File: src/rtl/rca_seq_ctrl.sv
// rtl/rca_seq_ctrl.sv - nibble-serial W-bit add/subtract engine around one 4-bit ripple-carry adder.
// Optional signed-overflow output ovf is enabled by defining RCA_SEQ_OVF_EN.

module rca (
   input  logic [3:0] a,
   input  logic [3:0] b,
   input  logic       ci,
   output logic [3:0] s,
   output logic       co
);
   logic [4:0] c;

   assign c[0] = ci;
   for (genvar i = 0; i < 4; i++) begin : g_fa
      assign s[i]   = a[i] ^ b[i] ^ c[i];
      assign c[i+1] = (a[i] & b[i]) | (c[i] & (a[i] ^ b[i]));
   end
   assign co = c[4];
endmodule

module rca_seq_ctrl #(
   parameter int NIBBLES = 4
) (
   input  logic                   clk,
   input  logic                   rst_n,
   input  logic                   in_valid,
   output logic                   in_ready,
   input  logic [4*NIBBLES-1:0]   a,
   input  logic [4*NIBBLES-1:0]   b,
   input  logic                   cin,
   input  logic                   op_sub,
   output logic                   out_valid,
   input  logic                   out_ready,
   output logic [4*NIBBLES-1:0]   sum,
   output logic                   cout
`ifdef RCA_SEQ_OVF_EN
   ,
   output logic                   ovf
`endif
);
   localparam int W  = 4 * NIBBLES;
   localparam int IW = (NIBBLES > 1) ? $clog2(NIBBLES) : 1;

   typedef enum logic [1:0] {IDLE, RUN, DONE} state_t;

   state_t        state, state_nxt;
   logic [IW-1:0] idx;
   logic [W-1:0]  a_reg, b_reg, result, result_nxt;
   logic          carry;
   logic [3:0]    nib_s;
   logic          nib_co;
   logic          last;

   assign last = (idx == IW'(NIBBLES - 1));

   rca u_rca (
      .a  (a_reg[4*idx +: 4]),
      .b  (b_reg[4*idx +: 4]),
      .ci (carry),
      .s  (nib_s),
      .co (nib_co)
   );

   // Working result with the current nibble merged in; becomes sum on the last nibble.
   always_comb begin
      result_nxt              = result;
      result_nxt[4*idx +: 4]  = nib_s;
   end

   always_ff @(posedge clk or negedge rst_n) begin
      if (!rst_n) state <= IDLE;
      else        state <= state_nxt;
   end

   always_comb begin
      state_nxt = state;
      in_ready  = 1'b0;
      out_valid = 1'b0;
      case (state)
         IDLE: begin
            in_ready = 1'b1;
            if (in_valid) state_nxt = RUN;
         end
         RUN: begin
            if (last) state_nxt = DONE;
         end
         DONE: begin
            out_valid = 1'b1;
            if (out_ready) state_nxt = IDLE;
         end
         default: state_nxt = IDLE;
      endcase
   end

   always_ff @(posedge clk or negedge rst_n) begin
      if (!rst_n) begin
         idx    <= '0;
         a_reg  <= '0;
         b_reg  <= '0;
         carry  <= 1'b0;
         result <= '0;
         sum    <= '0;
         cout   <= 1'b0;
`ifdef RCA_SEQ_OVF_EN
         ovf    <= 1'b0;
`endif
      end else begin
         case (state)
            IDLE: begin
               if (in_valid) begin
                  a_reg  <= a;
                  b_reg  <= op_sub ? ~b : b;
                  carry  <= op_sub ? 1'b1 : cin;
                  idx    <= '0;
                  result <= '0;
               end
            end
            RUN: begin
               result <= result_nxt;
               carry  <= nib_co;
               if (last) begin
                  sum  <= result_nxt;
                  cout <= nib_co;
`ifdef RCA_SEQ_OVF_EN
                  ovf  <= (a_reg[W-1] == b_reg[W-1]) && (result_nxt[W-1] != a_reg[W-1]);
`endif
               end else begin
                  idx <= idx + IW'(1);
               end
            end
            default: ;
         endcase
      end
   end
endmodule

File: config.mk
export PLATFORM = sky130hd
export DESIGN_NAME = rca_seq_ctrl
export DESIGN_NICKNAME = d
export VERILOG_FILES = /design/src/rtl/rca_seq_ctrl.sv
export SDC_FILE = /design/constraint.sdc
export NUM_CORES = 1
export LEC_CHECK = 0
export CAP_MARGIN = 40
export CORE_AREA = 5 5 85 87
export CTS_BUF_LIST = sky130_fd_sc_hd__clkbuf_8
export CTS_CLUSTER_DIAMETER = 40
export DETAILED_ROUTE_END_ITERATION = 8
export DIE_AREA = 0 0 90 92
export PLACE_DENSITY_LB_ADDON = 0.05
export SYNTH_ARGS = -nofsm -noshare
export SYNTH_HDL_FRONTEND = slang
export SYNTH_HIERARCHICAL = 1
export SYNTH_SLANG_ARGS = --single-unit
export TNS_END_PERCENT = 1
File: constraint.sdc
create_clock -name clk -period 4.3 [get_ports clk]
set_clock_uncertainty 0.2 [all_clocks]
set_input_delay 0.86 -clock clk [delete_from_list [all_inputs] [get_ports clk]]
set_output_delay 0.86 -clock clk [all_outputs]
set_load 0.005 [all_outputs]
==> results of run 1 <==
## synthesized netlist by cell type, types with 3 or more instances
| master | instances | area (sq um) |
|---|---|---|
| buf_4 | 3 | 22.5 |
| a21oi_1 | 25 | 125 |
| dfrtp_1 | 70 | 1750 |
| mux2_2 | 17 | 191 |
| inv_1 | 30 | 113 |
| nand2b_1 | 3 | 18.8 |
| fa_1 | 4 | 80.1 |
| clkbuf_1 | 3 | 11.3 |
| mux4_2 | 8 | 180 |
| xnor2_1 | 16 | 140 |
| a2bb2oi_1 | 5 | 43.8 |
| a22o_1 | 3 | 26.3 |
| nor2_1 | 24 | 90.1 |
| o22ai_1 | 16 | 100 |
| ha_1 | 6 | 75.1 |
| o211ai_1 | 12 | 90.1 |
| nand2_1 | 28 | 105 |
| or3_1 | 12 | 75.1 |
| buf_2 | 8 | 40.0 |
## how the worst min path moves through the flow
stage / from / endpoint / slack, ps / cells past startpoint
2_1_floorplan: result[11] / result[11] / 270 / 2
3_3_place_gp: cout / cout / 280 / 2
3_5_place_dp: cout / cout / 280 / 2
4_1_cts: result[11] / result[11] / 300 / 2
5_1_grt: a_reg[6] / a_reg[6] / 320 / 1
6_report: cout / cout / 300 / 2
## cells by family (layout without fill, tap and decap cells)
family | count (synthesis) | in the layout | share of synthesized area, %
buf+inv | 45 | 107 | 5.72
flops | 70 | 70 | 51.7
simple gates | 77 | 77 | 11.1
fa+ha+maj | 10 | 10 | 4.58
mux | 25 | 25 | 11.0
xor+xnor | 16 | 16 | 4.13
compound gates | 64 | 64 | 11.9
## final cells by class
type / count / area [sq um]
Fill cell: 486 / 2020
Sequential cell: 70 / 1750
Multi-Input combinational cell: 192 / 1450
Timing Repair Buffer: 61 / 601
Clock buffer: 9 / 124
Clock inverter: 7 / 121
Inverter: 30 / 113
Tap cell: 77 / 96.3
## metal layers
layer / GRT usage [%] / vias to the layer above / routed length, microns
met1: 23.2 / 1182 / 3100
li1: - / 1175 / -
met5: 0 / - / 0
met2: 31.2 / 78 / 3570
met3: 5.32 / 22 / 380
met4: 9.93 / 0 / 281
## worst register-to-register path, stage by stage, from the launching register on
cell and delay, ps:
dfrtp_1 550, mux4_2 570, fa_1 420, inv_1 80, fa_1 160, inv_1 50, fa_1 350, inv_1 70
fa_1 410, inv_1 110, nand2_1 110, o22ai_1 190
## per-stage QoR
| stage | cells | setup slack (ps) |
|---|---|---|
| finish | 446 | 951 |
| global route | 446 | 743 |
| CTS | 446 | 914 |
| detailed placement | 430 | 952 |
| global placement | 429 | 1040 |
| floorplan | 307 | 996 |
## where the power goes
part           leakage, nW  internal, mW  switching [mW]  total, mW
Combinational        0.771         0.716           0.805       1.52
Sequential           0.872         0.933           0.189       1.12
Clock                0.112         0.387           0.269      0.656
Total                 1.75          2.04            1.26       3.30
==> results.cfg, run 1 <==
[grt]
grt_pass1_wl_mm = 12.5
grt-ovfl-total = 0
first_global_vias = 2567
grt_max_degree = 47
antenna_found_initial = 0
grt_usage_pct = 19.1

[worst_hold_path]
hp-class = reg -> reg

[clocking]
cts_num_sinks = 70
post_cts_resize_count = 0
clock_latency_ps = 360
cts_buffers = 9
path_clk_slew_ps = 80
cts_root_buf = clkbuf_8
postCtsSetupBuffers = 0
cts_tree = yes
h-tree-depth = 3
cts_hold_buf = 0
cts_buffer_depth = 2

[floorplan]
rows = 29
chipHeight_microns = 92
ios = 57
die_w_microns = 90
die-area_sq_um = 8280
core-area_sq_um = 6280
initial_core_util_pct = 54.0

[synthesis]
synth_warnings = 6
ys.flop_type = dfrtp_1
syn-num-nets = 355
syn_inst = 307
synth.cell_area_sq_um = 3390
synth_cell_types = 29
ys_ff_latch = 70
yosysSeqAreaShare_pct = 51.7
async_flop_share_pct = 100
synth_edf_count = 0
syn_area_per_cell_sq_um = 11.0

[run_status]
status = complete, no violations

[finish]
final_common_cell = dfrtp_1
drive_gt1_share_pct = 13.8
final_util_pct = 67.8
layout_common_cells = dfrtp_1, clkdlybuf4s50_1, inv_1
area_growth_pct = 25.6
antenna_cells = 0
fin_area_sq_um = 4260
nets = 412

[timing]
finalSetupViolations = 0
slew_headroom_pct = 51.4
timing.hold.ws_ps = 301
max_freq_ghz = 0.299
fin_setup_tns_ps = 0
rsz0062_at_grt = no
worst_pin_slew_ps = 729
timing.final.hold_violations = 0
drv_slew = 0
period_minus_slack_ps = 3350
period_share_pct = 77.9

[critical_path]
regToRegSetupSlack_ps = 950
critPathKind = reg -> reg
cp-endpoint = result[3]
critPathLaunch = idx[0]
cp_max_fo = 6
start_kind = flop
crit_arrival_ps = 3430
end_kind = flop
regToRegStartpoint = idx[0]
critPathBufInv = 4
critPathTopFamily = adder cells
cp.depth = 11
critPathMaxStageDelay_ps = 570
cp_slowest_cell = mux4_2
crit_required_ps = 4380
rr_endpoint = result[3]
reg2reg_depth = 11
crit_chain = mux4_2 -> fa_1 -> inv_1 -> fa_1 -> inv_1 -> fa_1 -> inv_1 -> fa_1 -> inv_1 -> nand2_1 -> o22ai_1

[routing]
viasPerCell = 5.51
ant_nets = 0
vias = 2457
drt_iter0_markers = 81
wl_mm = 7.33
dr.pass1.iters = 4
drt-wirelength-per-cell_microns = 16.4
drc = 0

[placement]
dpl_cell_area_sq_um = 4010
place_congestion = 0.897
hpwl_mm = 5.22
io_buffer_count = 56

[flow_run]
cap_violations = 0

[power]
p_per_area_nw_per_um2 = 775
p_leak_nw = 1.75
vdd_drop_max_v = 0.000431
total_power_mw = 3.30
Note: power is estimated with default switching activity, not from simulation.
==> run 2: changes to the inputs <==
==> constraint.sdc (replaced) <==
create_clock -name clk -period 3.26 [get_ports clk]
set_clock_uncertainty 0.2 [all_clocks]
set_input_delay 0.652 -clock clk [delete_from_list [all_inputs] [get_ports clk]]
set_output_delay 0.652 -clock clk [all_outputs]
set_load 0.005 [all_outputs]
==> results.cfg, run 2 (same netlist as run 1, synthesis figures left out) <==
[timing]
drv_slew = 0
finalSetupViolations = 0
worst_pin_slew_ps = 718
period_minus_slack_ps = 3120
timing.hold.ws_ps = 146
slew_headroom_pct = 52.2
max_freq_ghz = 0.320
fin_setup_tns_ps = 0
period_share_pct = 95.8
timing.final.hold_violations = 0

[power]
comb_power_share_pct = 50.4
vdd_drop_max_v = 0.000509
p_int_mw = 2.51
p_seq_share_pct = 35.0
p_leak_nw = 1.75
p_sw_mw = 1.66
p_per_area_nw_per_um2 = 987
switching_share_pct = 39.9
p_clk_share_pct = 14.7

[routing]
drt_iter0_markers = 103
drc = 0
vias = 2451
drt-wirelength-per-cell_microns = 16.1
ant_nets = 0
viasPerCell = 5.46
wl_mm = 7.23
dr.pass1.iters = 4

[run_status]
status = complete, no violations

[clocking]
h-tree-depth = 3
cts_buffers = 9
cts_tree = yes
clock_latency_ps = 350
postCtsSetupBuffers = 0
cts_root_buf = clkbuf_8
cts_buffer_depth = 2
path_clk_slew_ps = 80
cts_num_sinks = 70

[floorplan]
chipHeight_microns = 92
rows = 29
die_w_microns = 90
core-area_sq_um = 6280
ios = 57
die-area_sq_um = 8280
initial_core_util_pct = 54.0

[placement]
place_congestion = 0.843
io_buffer_count = 56
hpwl_mm = 5.16

[grt]
grt_pass1_wl_mm = 12.1
grt_usage_pct = 18.3
grt-ovfl-total = 0
antenna_found_initial = 0
grt_max_degree = 49
first_global_vias = 2542

[critical_path]
cp-endpoint = sum[7]
cp_max_fo = 5
regToRegStartpoint = idx[0]
regToRegSetupSlack_ps = 140
crit_chain = mux4_2 -> fa_2 -> inv_1 -> fa_1 -> inv_1 -> fa_1 -> inv_1 -> fa_1 -> inv_2 -> nand2_2 -> o211ai_1
critPathLaunch = idx[0]
critPathBufInv = 4
start_kind = flop
critPathTopFamily = adder cells
crit_required_ps = 3330
rr_endpoint = sum[7]
crit_arrival_ps = 3190
cp.depth = 11
critPathMaxStageDelay_ps = 530
reg2reg_depth = 11
cp_slowest_cell = mux4_2
critPathKind = reg -> reg
end_kind = flop

[finish]
area_growth_pct = 24.5
antenna_cells = 0
fill_cells = 474
layout_common_cells = dfrtp_1, clkdlybuf4s50_1, inv_1
nets = 415
final_common_cell = dfrtp_1
drive_gt1_share_pct = 15.6

[flow_run]
cap_violations = 0

[worst_hold_path]
hp-class = in -> async
==> run 2: cell types whose count changed in the layout (fill, tap and decap cells not counted), sizes merged <==
cell | before | now
clkinv | 0 | 3
buf | 6 | 9
inv | 31 | 32
clkbuf | 9 | 10
clkinvlp | 3 | 1
bufinv | 3 | 0
==> run 2: how the worst min path moves through the flow <==
stage                         start        end  slack [ps]  cells after the start
final                         rst_n  result[8]         150                      1
after global routing          rst_n     sum[8]         200                      1
after CTS                     rst_n     sum[9]         170                      1
after detailed placement  result[8]  result[8]         290                      2
after global placement    result[9]  result[9]         280                      2
after floorplan               rst_n   a_reg[0]         160                      0
==> run 2: metal layers <==
metal / routed length [microns] / GRT usage, % / share of wire (%)
met1: 2960 / 21.4 / 41
met2: 3670 / 31.2 / 51
met3: 344 / 4.17 / 4.8
met4: 255 / 10.0 / 3.5
met5: 0 / 0 / 0
==> run 2: cell type report <==
class                           instances  area, sq um  share of cell area, %
Tap cell                               77         96.3                   2.28
Inverter                               30          113                   2.67
Timing Repair Buffer                   64          628                   14.9
Sequential cell                        70         1750                   41.5
Clock inverter                          6         30.0                  0.711
Clock buffer                           10          138                   3.26
Multi-Input combinational cell        192         1470                   34.7
==> run 2: power by group through the flow <==
stage               clock (mW)  combinational, mW  sequential (mW)
floorplan                    0               1.39             1.40
global placement             0               2.00             1.46
detailed placement           0               2.03             1.48
CTS                      0.620               2.05             1.46
global route             0.653               2.34             1.51
finish                   0.611               2.10             1.46
==> run 2: metrics by stage <==
step	power (mW)	instance area, sq um	setup slack (ps)	cells	utilization, %
2_1_floorplan	2.79	3390	36.1	307	-
3_3_place_gp	3.47	4040	93.4	433	64.4
3_5_place_dp	3.51	4040	38.9	433	64.4
4_1_cts	4.13	4210	18.9	449	67.0
5_1_grt	4.49	4220	-7.69	449	67.3
6_report	4.17	4220	137	449	67.3
==> run 2: timing repair <==
item                       in CTS  in global routing
setup endpoints to repair       0                  8
gates resized for setup         0                  6
hold buffers                    0                  0
